==> src/rtl/wb_writeback_unit.sv <==
// wb_writeback_unit: register-file write port merging ALU results with buffered load returns,
// plus a pending-load scoreboard for decode RAW hazard stalls.
module wb_writeback_unit #(
    parameter int WIDTH = 32,
    parameter int DEPTH = 4,
    parameter int AW    = 5
) (
    input  logic                       clk,
    input  logic                       rst,
    input  logic                       alu_valid,
    input  logic [AW-1:0]              alu_rd,
    input  logic [WIDTH-1:0]           alu_data,
    input  logic                       ld_issue,
    input  logic [AW-1:0]              ld_issue_rd,
    input  logic                       ld_valid,
    input  logic [AW-1:0]              ld_rd,
    input  logic [WIDTH-1:0]           ld_data,
    input  logic [AW-1:0]              rs1addr,
    input  logic [AW-1:0]              rs2addr,
    output logic                       regwr,
    output logic [AW-1:0]              rdaddr,
    output logic [WIDTH-1:0]           win,
    output logic                       rs1_busy,
    output logic                       rs2_busy,
    output logic [$clog2(DEPTH):0]     fifo_level,
    output logic                       ovf_err,
    output logic                       waw_err
);
    localparam int PW = $clog2(DEPTH);
    localparam int LW = PW + 1;
    localparam int NR = 1 << AW;

    logic [AW-1:0]    rd_mem   [DEPTH];
    logic [WIDTH-1:0] data_mem [DEPTH];
    logic [PW-1:0]    head, tail;
    logic [NR-1:0]    pending, pend_nxt;
    logic             alu_sel, pop, byp, push, full, do_push, waw;
    logic [AW-1:0]    sel_rd;
    logic [WIDTH-1:0] sel_data;

    // ALU has priority, then FIFO head, then a direct load bypass when the FIFO is empty
    always_comb begin
        alu_sel  = alu_valid && alu_rd != '0;
        pop      = !alu_sel && fifo_level != '0;
        byp      = !alu_sel && fifo_level == '0 && ld_valid && ld_rd != '0;
        push     = ld_valid && ld_rd != '0 && !byp;
        full     = fifo_level == LW'(DEPTH);
        do_push  = push && (!full || pop);
        sel_rd   = alu_sel ? alu_rd : pop ? rd_mem[head] : ld_rd;
        sel_data = alu_sel ? alu_data : pop ? data_mem[head] : ld_data;
        waw      = (ld_issue && ld_issue_rd != '0 && pending[ld_issue_rd]) ||
                   (alu_sel && pending[alu_rd]);
    end

    // clear on load writeback first so a same-cycle reissue keeps the bit set
    always_comb begin
        pend_nxt = pending;
        if (pop || byp)
            pend_nxt[sel_rd] = 1'b0;
        if (ld_issue && ld_issue_rd != '0)
            pend_nxt[ld_issue_rd] = 1'b1;
    end

    always_ff @(posedge clk or posedge rst) begin
        if (rst) begin
            regwr      <= 1'b0;
            rdaddr     <= '0;
            win        <= '0;
            head       <= '0;
            tail       <= '0;
            fifo_level <= '0;
            pending    <= '0;
            ovf_err    <= 1'b0;
            waw_err    <= 1'b0;
        end else begin
            regwr      <= alu_sel || pop || byp;
            rdaddr     <= (alu_sel || pop || byp) ? sel_rd : rdaddr;
            win        <= (alu_sel || pop || byp) ? sel_data : win;
            head       <= head + PW'(pop);
            tail       <= tail + PW'(do_push);
            fifo_level <= fifo_level + LW'(do_push) - LW'(pop);
            pending    <= pend_nxt;
            ovf_err    <= ovf_err || (push && full && !pop);
            waw_err    <= waw_err || waw;
        end
    end

    always_ff @(posedge clk) begin
        if (do_push) begin
            rd_mem[tail]   <= ld_rd;
            data_mem[tail] <= ld_data;
        end
    end

    assign rs1_busy = pending[rs1addr];
    assign rs2_busy = pending[rs2addr];
endmodule

==> config.mk <==
export PLATFORM = sky130hd
export DESIGN_NAME = wb_writeback_unit
export DESIGN_NICKNAME = d
export VERILOG_FILES = /design/src/rtl/wb_writeback_unit.sv
export SDC_FILE = /design/constraint.sdc
export NUM_CORES = 1
export LEC_CHECK = 0
export ABC_CLOCK_PERIOD_IN_PS = 10600
export BUFFER_PORTS_ARGS = -buffer_cell sky130_fd_sc_hd__buf_2
export CORE_UTILIZATION = 40
export DETAILED_ROUTE_END_ITERATION = 10
export GPL_ROUTABILITY_DRIVEN = 0
export GPL_TIMING_DRIVEN = 0
export PLACE_DENSITY = 0.6
export SETUP_SLACK_MARGIN = 0.3
export SLEW_MARGIN = 20
export SYNTH_ARGS = -nofsm -noshare
export SYNTH_HDL_FRONTEND = slang
export SYNTH_SLANG_ARGS = --single-unit
==> constraint.sdc <==
create_clock -name clk -period 10.6 [get_ports clk]
set_input_delay 0.53 -clock clk [delete_from_list [all_inputs] [get_ports clk]]
set_output_delay 0.53 -clock clk [all_outputs]
set_load 0.01 [all_outputs]
==> results of run 1 <==
==> worst min-delay path by stage <==
stage / end / start / slack [ps] / depth (start not counted)
final: rdaddr[3] / rst / 40 / 2
after global routing: rdaddr[2] / rst / 80 / 2
after CTS: rdaddr[3] / rst / 50 / 2
after detailed placement: rdaddr[2] / rdaddr[2] / 460 / 2
after global placement: rdaddr[2] / rdaddr[2] / 460 / 2
after floorplan: head[0] / head[0] / 480 / 1
==> report_power, final <==
group | switching [mW] | internal (mW)
Sequential | 0.118 | 1.18
Combinational | 0.588 | 0.507
Clock | 0.366 | 0.532
Total | 1.07 | 2.22
==> stage by stage <==
step | hold WS, ps | utilization (%)
finish | 38.5 | 49.0
global route | 76.7 | 49.0
CTS | 47.3 | 49.0
detailed placement | 458 | 45.7
global placement | 456 | 44.9
floorplan | 480 | -
==> synthesized netlist by cell type, drive strengths merged (4+ instances only) <==
cell type	instances	area (um2)
mux2i	11	114
o41ai	8	77.6
nor2	51	191
o21ai	57	297
mux4	71	1600
edfxtp	148	4440
a21oi	8	40.0
buf	22	165
mux2	8	105
nand2	25	93.8
ha	4	50.1
inv	28	108
clkbuf	26	97.6
nor3	39	195
dfrtp	79	1980
nor3b	7	67.6
o221ai	12	105
o32a	4	40.0
o221a	32	360
nand3	9	67.6
==> registers in the layout, indices dropped and copies added, names as in the netlist <==
signal      cells
ovf_err         1
waw_err         1
rdaddr          5
regwr           1
data_mem      128
head            2
win            32
pending        32
tail            2
fifo_level      3
rd_mem         20
==> layer usage <==
| metal | up-vias | track usage (%) |
|---|---|---|
| met3 | 54 | 3.69 |
| met2 | 292 | 33.7 |
| met1 | 3654 | 28.2 |
| met4 | 2 | 6.42 |
| li1 | 3151 | - |
| met5 | - | 0 |
==> area by class of cell <==
class                   instances  share of cell area, %
diodes                          3                 0.0589
plain buffers                  48                   2.06
clock buffers                  34                   5.66
clock inverters                13                   1.19
inverters                      28                  0.864
multi-input cells             394                   30.0
flip-flops and latches        227                   50.4
well taps                     335                   3.29
repair buffers                146                   6.47
==> worst max-delay path: cells and delay by family (launching register included) <==
kind,cells,cell delay (ps)
adder cells (fa/ha/maj),3,820
XOR/XNOR,2,280
flip-flops,1,390
AND/OR/NAND/NOR,2,800
buffers and inverters,4,770
==> kinds of logic after synthesis <==
group,share of synthesized area [%]
AND/OR/NAND/NOR,7.45
adder cells (fa/ha/maj),0.661
multiplexers,17.2
buffers and inverters,3.50
flip-flops,60.6
AO/OA/AOI/OAI,10.2
XOR/XNOR,0.413
==> flow_summary.yaml, run 1 <==
detailed_routing:
  dr_wl_met3_um: 1900
  drc: 0
  via_count: 7153
  m1WireLength_um: 11500
  firstDrtPassIters: 7
  drt-wirelength-per-cell_um: 22.3
  drtIter0Drc: 710
  drtAntennaViolNets: 0
  wl_met2_um: 13300
  top_layer: "met5"
  wirelength_um: 27400
  via_per_inst: 5.82
worst_setup_path:
  crit_path_start: "fifo_level[2]"
  crit_path_end: "fifo_level[2]"
  critPathLaunchType: "flop"
  critPathRequiredTime_ps: 11030
  timing.rr.end: "fifo_level[2]"
  end_kind: "flop"
  crit_path_max_fanout: 10
  crit_path_top_delay_cell: "nor3_2"
  rrSetupSlack_ps: 7420
  slowest_delay_ps: 640
  rr_worst_depth: 11
  r2r-start: "fifo_level[2]"
  worst_ep_arrival_time_ps: 3600
  setup.worst_path.class: "reg2reg"
  crit_chain: "buf_6, nor3_2, clkbuf_1, nor2_1, ha_1, inv_1, ha_1, inv_1, fa_1, xnor2_1, xnor2_1"
floorplanning:
  start_util_pct: 40.8
  die_y_um: 165
  num_rows: 59
  io_pins: 139
  coreArea_mm2: 0.0260
  die_x_um: 165
  dieArea_mm2: 0.0271
job:
  maxCapViolCount: 0
clock_network:
  cts_resized: 0
  clk_latency_ps: 540
  cts_hold_buf: 0
  cts_root_buffer: "clkbuf_16"
  numCtsBuffers: 26
  postCtsSetupRepairBufs: 0
  cts.path.max_buffers: 3
  clk_transition_reported_paths_ps: 60
  h-tree-depth: 1
  cts_sinks: 227
  cts_tree: "yes"
layout:
  multiInputGateArea_mm2: 0.00382
  fin_nets: 970
  drive_above_1_share_pct: 35.7
  stdcell_count: 1228
  final_cell_mix: "148 x edfxtp_1, 138 x buf_2, 79 x dfrtp_1"
  design_area_mm2: 0.0127
  area_delta_synth_final_pct: 20.3
  nFillCells: 2283
  regArea_mm2: 0.00642
  final_common_cell: "edfxtp_1"
sta:
  slew_headroom_pct: 43.5
  drv_slew: 0
  fin_skew_ps: 24.8
  worstMarginPinSlew_ps: 842
  setup_viol: 0
  clock.fmax_mhz: 315
  hold_viol_final: 0
  tns_ps: 0
  period_share_pct: 30.0
  rsz0062_at_grt: "no"
  fin_ws_ps: 7420
  period_needed_ps: 3180
synth:
  synth_fp_nets: 796
  synth-edff-count: 148
  synth-async-reset-ratio_pct: 34.8
  yosysUniqueCellTypes: 63
  synthesis.instances: 697
  synth-main-ff-cell: "edfxtp_1"
  syn-cell-area_mm2: 0.0106
  synth_warnings: 0
  synth_seq_cells: 227
  avgSynthCellArea_um2: 15.2
  synth-seq-area-share_pct: 60.6
status:
  status: "finished, final reports clean"
global_route:
  gr-total-overflow: 0
  antenna_found_initial: 3
  grt_pass1_wl_um: 42000
  grt_max_degree: 44
  grt_pass1_vias: 7008
  grt_util_all_layers_pct: 20.7
hold_path:
  hold_class: "in2async"
pwr:
  power.density_mw_per_mm2: 258
  ir_drop_uv: 133
  report.power.total_mw: 3.29
  leakage_nw: 4.76
placed_design:
  place.port_buffers: 129
  dp_cells: 1178
  placed_cell_area_mm2: 0.0119
  preCtsSetupSlack_ps: 6970
  place_hpwl_um: 19200
(Power assumes the default switching activity.)
==> run 2: changes to the inputs <==
Settings changed: ABC_CLOCK_PERIOD_IN_PS 10600 to 2710, PLACE_DENSITY 0.6 to 0.62.
Clock period 10.6 ns to 2.71 ns, I/O delays scaled along.
==> run 2 against run 1 <==
  * Non-clock buffer count rose by 82
  * Clock skew fell by 13 ps
  * Largest cell class unchanged
  * Worst setup slack got worse by 7200 ps
  * Highest routed layer is now met4
  * Routed wire length rose by 3.4%
  * Worst hold slack improved by 6.3 ps
  * Largest power group unchanged
==> flow_summary.yaml, run 2 (synthesis results as in run 1) <==
worst_setup_path:
  critPathBufInv: 1
  cp_top_family: "multiplexers"
  crit_path_frequent_cell: "mux4_2"
  rrSetupSlack_ps: 330
  critPathLaunchType: "flop"
  timing.rr.end: "pending[24]"
  crit_chain: "mux4_2, mux4_2, mux2_4, buf_6"
  r2r-start: "fifo_level[2]"
  setup.worst_path.class: "reg2out"
  end_kind: "output pin"
  rr_worst_depth: 7
  slowest_delay_ps: 520
  crit_path_top_delay_cell: "mux4_2"
  crit_path_max_fanout: 5
  critPathRequiredTime_ps: 2570
  worst_ep_arrival_time_ps: 2350
clock_network:
  clk_latency_ps: 550
  numCtsBuffers: 26
  cts_sinks: 227
  clk_transition_reported_paths_ps: 60
  cts_root_buffer: "clkbuf_16"
  cts_tree: "yes"
  cts.path.max_buffers: 3
  h-tree-depth: 1
detailed_routing:
  via_count: 7445
  wl_met2_um: 13900
  drtAntennaViolNets: 0
  drc: 0
  dr_wl_met3_um: 1950
  via_per_inst: 5.69
  drt-wirelength-per-cell_um: 21.7
  drtIter0Drc: 524
  wirelength_um: 28400
  m1WireLength_um: 11900
  top_layer: "met4"
  firstDrtPassIters: 5
job:
  maxCapViolCount: 0
floorplanning:
  die_y_um: 165
  start_util_pct: 40.8
  io_pins: 139
  num_rows: 59
  coreArea_mm2: 0.0260
  dieArea_mm2: 0.0271
  die_x_um: 165
sta:
  clock.fmax_mhz: 402
  drv_slew: 0
  rsz0062_at_grt: "yes"
  setup_viol: 0
  worstMarginPinSlew_ps: 749
  period_needed_ps: 2490
  hold_viol_final: 0
  slew_headroom_pct: 50.1
  period_share_pct: 91.8
  tns_ps: 0
  fin_skew_ps: 11.6
hold_path:
  hold_end: "pending[27]"
  hold_class: "in2reg"
  min-delay-start: "ld_issue_rd[2]"
  min_path_cells: 4
pwr:
  leakage_nw: 5.17
  ir_drop_uv: 676
  power.density_mw_per_mm2: 967
  report.power.total_mw: 13.3
global_route:
  grt_max_degree: 68
  grt_util_all_layers_pct: 21.6
  grt_pass1_wl_um: 44200
  gr-total-overflow: 0
  antenna_found_initial: 0
  grt_pass1_vias: 7634
layout:
  final_common_cell: "edfxtp_1"
  nFillCells: 2198
  reg_top3: "data_mem (128), pending (32), win (32)"
  largest_register: "data_mem"
  largest_reg_flops: 128
  n_antenna_cell: 0
  fin_nets: 1052
  drive_above_1_share_pct: 35.3
  stdcell_count: 1308
  area_delta_synth_final_pct: 29.8
  final_cell_mix: "148 x edfxtp_1, 136 x buf_2, 77 x dfrtp_1"
placed_design:
  dp_cells: 1171
  place.port_buffers: 129
  place_hpwl_um: 18400
status:
  status: "finished, final reports clean"
[run 2: final cells by class]
type	instances	area (um2)	area share, %
buffer	48	289	2.10
clock buffer	31	689	5.01
clock inverter	17	201	1.46
inverter	28	113	0.819
multi-input combinational	394	3950	28.7
sequential	227	6420	46.7
tap	335	419	3.05
timing repair buffer	228	1670	12.1
[run 2: worst register-to-register path, cell delays in order, from the launching register on]
cell and delay, ps:
dfrtp_1 390, buf_6 140, or3_4 380, buf_6 150, mux2_4 310, mux2_4 330, o41ai_1 420, o21ai_1 120
[run 2: layer usage]
layer	global-route usage [%]	vias to the layer above
met5	0	-
met4	4.92	0
met3	3.26	43
met2	35.9	352
met1	29.9	3733
li1	-	3317
[run 2: power by group]
part | switching, mW | internal, mW | leakage, nW
Combinational | 2.41 | 2.23 | 2.53
Clock | 1.46 | 2.12 | 0.428
Sequential | 0.480 | 4.60 | 2.21
Total | 4.35 | 8.96 | 5.17
[run 2: stage by stage]
step	worst slack [ps]	cell area (um2)	hold WS, ps	utilization [%]
3_5_place_dp	-291	11900	66.1	45.8
4_1_cts	223	13700	17.3	52.7
5_1_grt	179	13800	75.0	52.9
2_1_floorplan	-41.2	10700	234	-
3_3_place_gp	-1090	11700	367	45.1
6_report	223	13800	44.8	52.9
[run 2: worst max-delay path by stage]
stage	end	slack (ps)	cells after the start	from
3_5_place_dp	fifo_level[2]	-290	10	fifo_level[1]
6_report	rs2_busy	220	4	pending[30]
2_1_floorplan	data_mem[1][0]	-40	6	alu_rd[0]
3_3_place_gp	data_mem[2][10]	-1090	6	alu_rd[3]
5_1_grt	rs2_busy	180	4	pending[8]
4_1_cts	rs1_busy	220	4	pending[31]
[run 2: repair_timing]
item	4_1_cts	5_1_grt
endpoints found under the hold margin	261	0
setup buffers	14	2
setup endpoints to repair	98	78
cloned	0	0
pin swaps	1	0
hold buffers	73	0
resized for setup	14	16
